<file path="config.mk">
export PLATFORM = sky130hd
export DESIGN_NAME = adc_led_meter
export DESIGN_NICKNAME = d
export VERILOG_FILES = /design/src/rtl/adc_led_meter.sv
export SDC_FILE = /design/constraint.sdc
export NUM_CORES = 1
export LEC_CHECK = 0
export BUFFER_PORTS_ARGS = -buffer_cell sky130_fd_sc_hd__buf_4
export CELL_PAD_IN_SITES_DETAIL_PLACEMENT = 0
export CELL_PAD_IN_SITES_GLOBAL_PLACEMENT = 1
export CORE_MARGIN = 2
export CORE_UTILIZATION = 35
export CTS_CLUSTER_DIAMETER = 100
export DETAILED_ROUTE_END_ITERATION = 7
export GPL_TIMING_DRIVEN = 1
export PLACE_DENSITY_LB_ADDON = 0.12
export SYNTH_ARGS = -nofsm -noshare
export SYNTH_HDL_FRONTEND = slang
export SYNTH_SLANG_ARGS = --single-unit
export TNS_END_PERCENT = 20
</file>
<file path="constraint.sdc">
create_clock -name clk -period 3.55 [get_ports clk]
set_input_delay 0.8875 -clock clk [delete_from_list [all_inputs] [get_ports clk]]
set_output_delay 0.8875 -clock clk [all_outputs]
set_load 0.05 [all_outputs]
</file>
<file path="src/rtl/adc_led_meter.sv">
// ADC debug LED driver: raw top bits (mode 0) or windowed peak bar meter (mode 1).
// Optional macro ADC_LED_METER_OFFSET_BIN_EN treats adc_data as offset binary.
module adc_led_meter #(
  parameter int ADC_WIDTH        = 12,
  parameter int LED_COUNT        = 8,
  parameter int WINDOW_LOG2      = 16,
  parameter int HOLD_WINDOWS     = 8,
  parameter int OTR_HOLD_WINDOWS = 4
) (
  input  logic                             clk,
  input  logic                             reset_n,
  input  logic                             sample_en,
  input  logic [ADC_WIDTH-1:0]             adc_data,
  input  logic                             adc_otr,
  input  logic                             mode,
  output logic [LED_COUNT-1:0]             leds,
  output logic                             ovr_led,
  output logic [$clog2(LED_COUNT+1)-1:0]   level,
  output logic                             window_done
);

  localparam int MAG_W = ADC_WIDTH - 1;
  localparam int LVL_W = $clog2(LED_COUNT + 1);
  localparam int HC_W  = (HOLD_WINDOWS > 0) ? $clog2(HOLD_WINDOWS + 1) : 1;
  localparam int OC_W  = (OTR_HOLD_WINDOWS > 0) ? $clog2(OTR_HOLD_WINDOWS + 1) : 1;

  // Each lit LED is one bit of magnitude (~6 dB); the lowest LED is bit MAG_W-LED_COUNT.
  function automatic logic [LVL_W-1:0] litOf(input logic [MAG_W-1:0] m);
    int bl;
    bl = 0;
    for (int i = 0; i < MAG_W; i++) begin
      if (m[i]) bl = i + 1;
    end
    bl = bl - (MAG_W - LED_COUNT);
    if (bl < 0) bl = 0;
    if (bl > LED_COUNT) bl = LED_COUNT;
    return LVL_W'(bl);
  endfunction

  logic [ADC_WIDTH-1:0]   s1_data_q, s1_data_d, s1_in, neg;
  logic                   s1_otr_q, s1_otr_d, s1_vld_q, s1_vld_d;
  logic [MAG_W-1:0]       mag_q, mag_d, win_max_q, win_max_d, peak;
  logic                   s2_otr_q, s2_otr_d, s2_vld_q, s2_vld_d;
  logic [WINDOW_LOG2-1:0] win_cnt_q, win_cnt_d;
  logic                   otr_lat_q, otr_lat_d;
  logic                   close_q, close_d, close_otr_q, close_otr_d;
  logic [LVL_W-1:0]       level_q, level_d, hold_lvl_q, hold_lvl_d;
  logic [HC_W-1:0]        hold_cnt_q, hold_cnt_d;
  logic [OC_W-1:0]        ovr_cnt_q, ovr_cnt_d;
  logic                   ovr_q, ovr_d, done_q, done_d;
  logic [LED_COUNT-1:0]   raw_q, raw_d, meter_q, meter_d, leds_q, leds_d, bar, dot;

  always_comb begin
    s1_in = adc_data;
`ifdef ADC_LED_METER_OFFSET_BIN_EN
    s1_in[ADC_WIDTH-1] = ~adc_data[ADC_WIDTH-1];
`else
`endif
    s1_data_d   = sample_en ? s1_in : s1_data_q;
    s1_otr_d    = sample_en ? adc_otr : s1_otr_q;
    s1_vld_d    = sample_en;

    // Stage 2: magnitude, with the most negative code saturating to full scale.
    neg = '0 - s1_data_q;
    if (s1_data_q == {1'b1, {(ADC_WIDTH-1){1'b0}}}) mag_d = '1;
    else if (s1_data_q[ADC_WIDTH-1])                 mag_d = neg[MAG_W-1:0];
    else                                             mag_d = s1_data_q[MAG_W-1:0];
    s2_otr_d = s1_otr_q;
    s2_vld_d = s1_vld_q;

    peak        = (mag_q > win_max_q) ? mag_q : win_max_q;
    win_cnt_d   = win_cnt_q;
    win_max_d   = win_max_q;
    otr_lat_d   = otr_lat_q;
    close_d     = 1'b0;
    close_otr_d = close_otr_q;
    level_d     = level_q;
    if (s2_vld_q) begin
      win_cnt_d = win_cnt_q + WINDOW_LOG2'(1);
      if (win_cnt_q == '1) begin
        close_d     = 1'b1;
        close_otr_d = otr_lat_q | s2_otr_q;
        level_d     = litOf(peak);
        win_max_d   = '0;
        otr_lat_d   = 1'b0;
      end else begin
        win_max_d   = peak;
        otr_lat_d   = otr_lat_q | s2_otr_q;
      end
    end
    done_d = close_d;

    // Window-rate hold/decay and overrange stretch, one step per closed window.
    hold_lvl_d = hold_lvl_q;
    hold_cnt_d = hold_cnt_q;
    ovr_cnt_d  = ovr_cnt_q;
    ovr_d      = ovr_q;
    if (close_q) begin
      if (level_q >= hold_lvl_q) begin
        hold_lvl_d = level_q;
        hold_cnt_d = HC_W'(HOLD_WINDOWS);
      end else if (hold_cnt_q != '0) begin
        hold_cnt_d = hold_cnt_q - HC_W'(1);
      end else if (hold_lvl_q != '0) begin
        hold_lvl_d = hold_lvl_q - LVL_W'(1);
      end
      if (close_otr_q) begin
        ovr_cnt_d = OC_W'(OTR_HOLD_WINDOWS);
        ovr_d     = 1'b1;
      end else if (ovr_cnt_q != '0) begin
        ovr_cnt_d = ovr_cnt_q - OC_W'(1);
        ovr_d     = (ovr_cnt_d != '0);
      end
    end

    for (int i = 0; i < LED_COUNT; i++) begin
      bar[i] = (i < int'(level_q));
      dot[i] = (int'(hold_lvl_d) == i + 1);
    end
    meter_d = close_q ? (bar | dot) : meter_q;
    raw_d   = s1_vld_q ? s1_data_q[ADC_WIDTH-1 -: LED_COUNT] : raw_q;
    leds_d  = mode ? meter_d : raw_d;
  end

  always_ff @(posedge clk or negedge reset_n) begin
    if (!reset_n) begin
      s1_data_q   <= '0;
      s1_otr_q    <= 1'b0;
      s1_vld_q    <= 1'b0;
      mag_q       <= '0;
      s2_otr_q    <= 1'b0;
      s2_vld_q    <= 1'b0;
      win_cnt_q   <= '0;
      win_max_q   <= '0;
      otr_lat_q   <= 1'b0;
      close_q     <= 1'b0;
      close_otr_q <= 1'b0;
      level_q     <= '0;
      done_q      <= 1'b0;
      hold_lvl_q  <= '0;
      hold_cnt_q  <= '0;
      ovr_cnt_q   <= '0;
      ovr_q       <= 1'b0;
      raw_q       <= '0;
      meter_q     <= '0;
      leds_q      <= '0;
    end else begin
      s1_data_q   <= s1_data_d;
      s1_otr_q    <= s1_otr_d;
      s1_vld_q    <= s1_vld_d;
      mag_q       <= mag_d;
      s2_otr_q    <= s2_otr_d;
      s2_vld_q    <= s2_vld_d;
      win_cnt_q   <= win_cnt_d;
      win_max_q   <= win_max_d;
      otr_lat_q   <= otr_lat_d;
      close_q     <= close_d;
      close_otr_q <= close_otr_d;
      level_q     <= level_d;
      done_q      <= done_d;
      hold_lvl_q  <= hold_lvl_d;
      hold_cnt_q  <= hold_cnt_d;
      ovr_cnt_q   <= ovr_cnt_d;
      ovr_q       <= ovr_d;
      raw_q       <= raw_d;
      meter_q     <= meter_d;
      leds_q      <= leds_d;
    end
  end

  assign leds        = leds_q;
  assign ovr_led     = ovr_q;
  assign level       = level_q;
  assign window_done = done_q;

endmodule

</file>
==> summary.md <==
| Metric | Value |
|---|---|
| Core Area | between 10000 and 15000 um^2 |
| Final net count | around 550 |
| Fin util | about two fifths |
| # clock sinks | between 90 and 100 |
| Die area | about 15000 um^2 |
| Number of H-tree levels | 3 |
| Synth Instances | around 470 |
| Residual DRC count | 0 |
| Via density | roughly 5.2 |
| Largest net degree at the start of global routing | 42 |
| Period minus WS final | between 3000 and 4000 ps |
| CP Class | reg2reg |
| Synth Area per Inst | approximately 10 um^2 |
| Crit Path Max Fanout | 7 |
| Hold WC Path Type | reg2reg |
| Post-synthesis sequential area ratio | about half |
| DP HPWL | roughly 8000 um |
| First DRT Iteration DRCs | between 200 and 250 |
| Syn Nets | between 500 and 600 |
| Post-Synth Adder-Cell Area | under 10% |
| Net Sw Power | around 1200 uW |
| First drt pass iteration count | 4 |
| Tot GR Track Use | around 16% |
| Max-cap check violation count | 0 |
| Combinational power share | between 30% and 40% |
| Antenna Nets Post-Route | 0 |
| Period Utilization, post-route | 95.2% |
| Cell taking the most area after synthesis | dfrtp_1 |
| Initial antenna violation count | 0 |
| # port buffers | 30 |
| Arrival time of the worst setup path | between 3000 and 4000 ps |
| Congestion Overflow GR | 0 |
| Critical path data required time | around 3800 ps |
| Pins Over Slew Limit | 0 |
| Die extent in y | between 100 and 150 um |
| Area share of and/or/nand/nor cells after synthesis | approximately 15% |
| Routed wire length | between 10000 and 15000 um |
| RePlAce Congestion | approximately 0.85 |
| # IOs | 31 |
| Num rows | 43 |
| Compound-Gate Fraction of Synth Area | between 10% and 20% |
| Crit. End Element | flop |
| Post-synthesis async set-or-reset flop share | 100% |
| Starting density of the core | 35.6% |
| Mean routed wirelength per cell | 16.0 um |
| Dpl ws | approximately 170 ps |
| Total Negative Setup Slacks | 0 ps |
| Status | completed |
| Total power | 3650 uW |
| Die Wd | 122 um |
| Net Sw Frac | about a third |
| Inserted Clock Buffers | 9 |
| Seq cells post-synth | between 90 and 100 |
| # hold bufs at CTS | 0 |
| Share of layout cells above drive strength 1 | 17.4% |
| Final setup violation count | 0 |
| Max Clock Skew | around 6.8 ps |
| First-pass GRT wire length | 18700 um |
| Top cell type's share of synthesized area | roughly half |
| Mux cell area share after synthesis | 5.48% |
| DR vias | 3638 |
| Yosys warns | 0 |
| Largest family of logic cells by synthesized area | compound AO/OA/AOI/OAI gates |
| Root buf cell | clkbuf_16 |
| Reg power frac | 39.2% |
| Synth Flop Type | dfrtp_1 |
| Synth unique cells | 57 |
| Worst setup margin | 169 ps |
| Relative slew slack | ~47% |
| Cell with the most instances after synthesis | dfrtp_1 |
| Worst vdd ir | about 0.25 mV |
| Highest clock rate | 296 MHz |
| Xor and xnor fraction of the mapped netlist area | 4.28% |
| Clock Latency Late Sink | ~350 ps |
| Int Pwr | ~2400 uW |
| Synth top area cells | dfrtp_1 49%, ha_1 5.9%, mux2_2 4.8%, nand2_1 3.8%, inv_1 2.5% |
| Vias in the first global route | around 3700 |
| Worst Tran Pin Value | approximately 800 ps |
| Antenna Cells | 0 |
| Netlist Area Pre-Place | 4910 um^2 |
| TritonCTS clock tree | yes |
| Final hold violations | 0 |
| Area delta synth->final | 16.8% |
| Hold_ws | approximately 400 ps |
| Leakage power total | 0.00263 uW |
| Synth cell count leaders | 97 x dfrtp_1, 50 x nand2_1, 33 x inv_1 |
| Post-synth EDFFs | 0 |
| Clk buf depth | 2 |
| Setup crit start kind | flop |
| Power density cells | about 640 nW/um^2 |
| Clk network pwr share | 28.1% |
| CTS clk-pin slew, worst paths | roughly 70 ps |
## routing by layer
layer	part of all wire (%)	routed length [um]	global-route usage, %
met1	48	5350	21.5
met5	0	0	0
met3	3.3	368	3.07
met2	47	5200	25.8
met4	1.9	216	6.39
## registers in the layout (all words and copies together) (netlist names)
signal	count
close_otr_q	1
hold_cnt_q	4
hold_lvl_q	4
leds	8
level	4
mag_q	11
meter_q	8
otr_lat_q	1
ovr_cnt_q	3
ovr_led	1
raw_q	8
s1_data_q	12
s1_otr_q	1
s1_vld_q	1
s2_otr_q	1
s2_vld_q	1
win_cnt_q	16
win_max_q	11
window_done	1
## what timing repair did
item                                    CTS  global route
resized for setup                         0             5
buffers inserted                          0             2
endpoints found under the setup margin    0             2
## layout by cell type (no fill, tap or decap), drive strengths merged, types with 2 or more instances in the layout
master	n
ha	23
clkbuf	12
xor2	13
a21oi	18
o21ai	23
a211oi	5
a22o	13
or3	6
mux2	21
nand2b	7
a22oi	6
and3	7
clkinvlp	2
a31oi	10
o22ai	9
nand3	7
dfrtp	97
inv	33
o31a	3
o31ai	4
nor3b	4
nand2	50
a211o	2
nor3	10
nor2	27
xnor2	11
a41oi	3
nand4	14
nor4	3
o211ai	3
o22a	2
o21a	3
and2	2
or2	2
buf	40
a21o	2
and4	4
## power groups by stage
stage / logic, uW / registers (uW) / clock network (uW)
after global placement: 1090 / 1450 / 0
after global routing: 1330 / 1460 / 1100
after floorplan: 810 / 1420 / 0
after CTS: 1110 / 1430 / 1070
final: 1190 / 1430 / 1020
after detailed placement: 1110 / 1450 / 0
## worst max-delay path, cell delays in order (launching register included)
cell and delay [ps]:
dfrtp_1 410, inv_1 100, ha_1 320, a211oi_2 230, o21bai_2 180, or3_4 460, a22o_1 200, a22oi_1 160
a211o_1 230, nand2_1 80, ha_1 220, nand2b_1 150, or4b_1 450, o21ai_1 120
## cells by family (layout without fill, tap and decap cells)
kind of cell,Yosys count,count (layout)
compound gates,113,113
xor+xnor,24,24
fa+ha+maj,23,23
buf+inv,44,89
flops,97,97
mux,23,23
simple gates,148,148
## path summary, 6_finish.rpt
kind,startpoint,endpoint,slack (ps),depth (start not counted)
worst min register to register,s1_otr_q$_DFFE_PN0P_,s2_otr_q$_DFF_PN0_,400,0
min in group asynchronous,reset_n,win_max_q[5]$_DFFE_PN0P_,510,1
worst max register to register,win_max_q[8]$_DFFE_PN0P_,level[3]$_DFFE_PN0P_,170,13
max in group asynchronous,reset_n,s1_data_q[9]$_DFFE_PN0P_,2380,2
worst max-delay path,win_max_q[8]$_DFFE_PN0P_,level[3]$_DFFE_PN0P_,170,13
worst min-delay path,s1_otr_q$_DFFE_PN0P_,s2_otr_q$_DFF_PN0_,400,0
## metrics by stage
step                      instances  cell area (um^2)
after CTS                       695              5700
after global routing            697              5730
final                           697              5730
after global placement          679              5380
after detailed placement        679              5380
after floorplan                 472              4910
## cell type report
| cell class | instances | area (um^2) |
|---|---|---|
| inverter | 33 | 124 |
| timing repair buffer | 40 | 313 |
| sequential | 97 | 2430 |
| clock inverter | 4 | 50.0 |
| multi-input combinational | 331 | 2330 |
| clock buffer | 12 | 267 |
| tap | 180 | 225 |
| fill | 1392 | 8040 |
No activity file was read; power rests on OpenSTA's default activity.
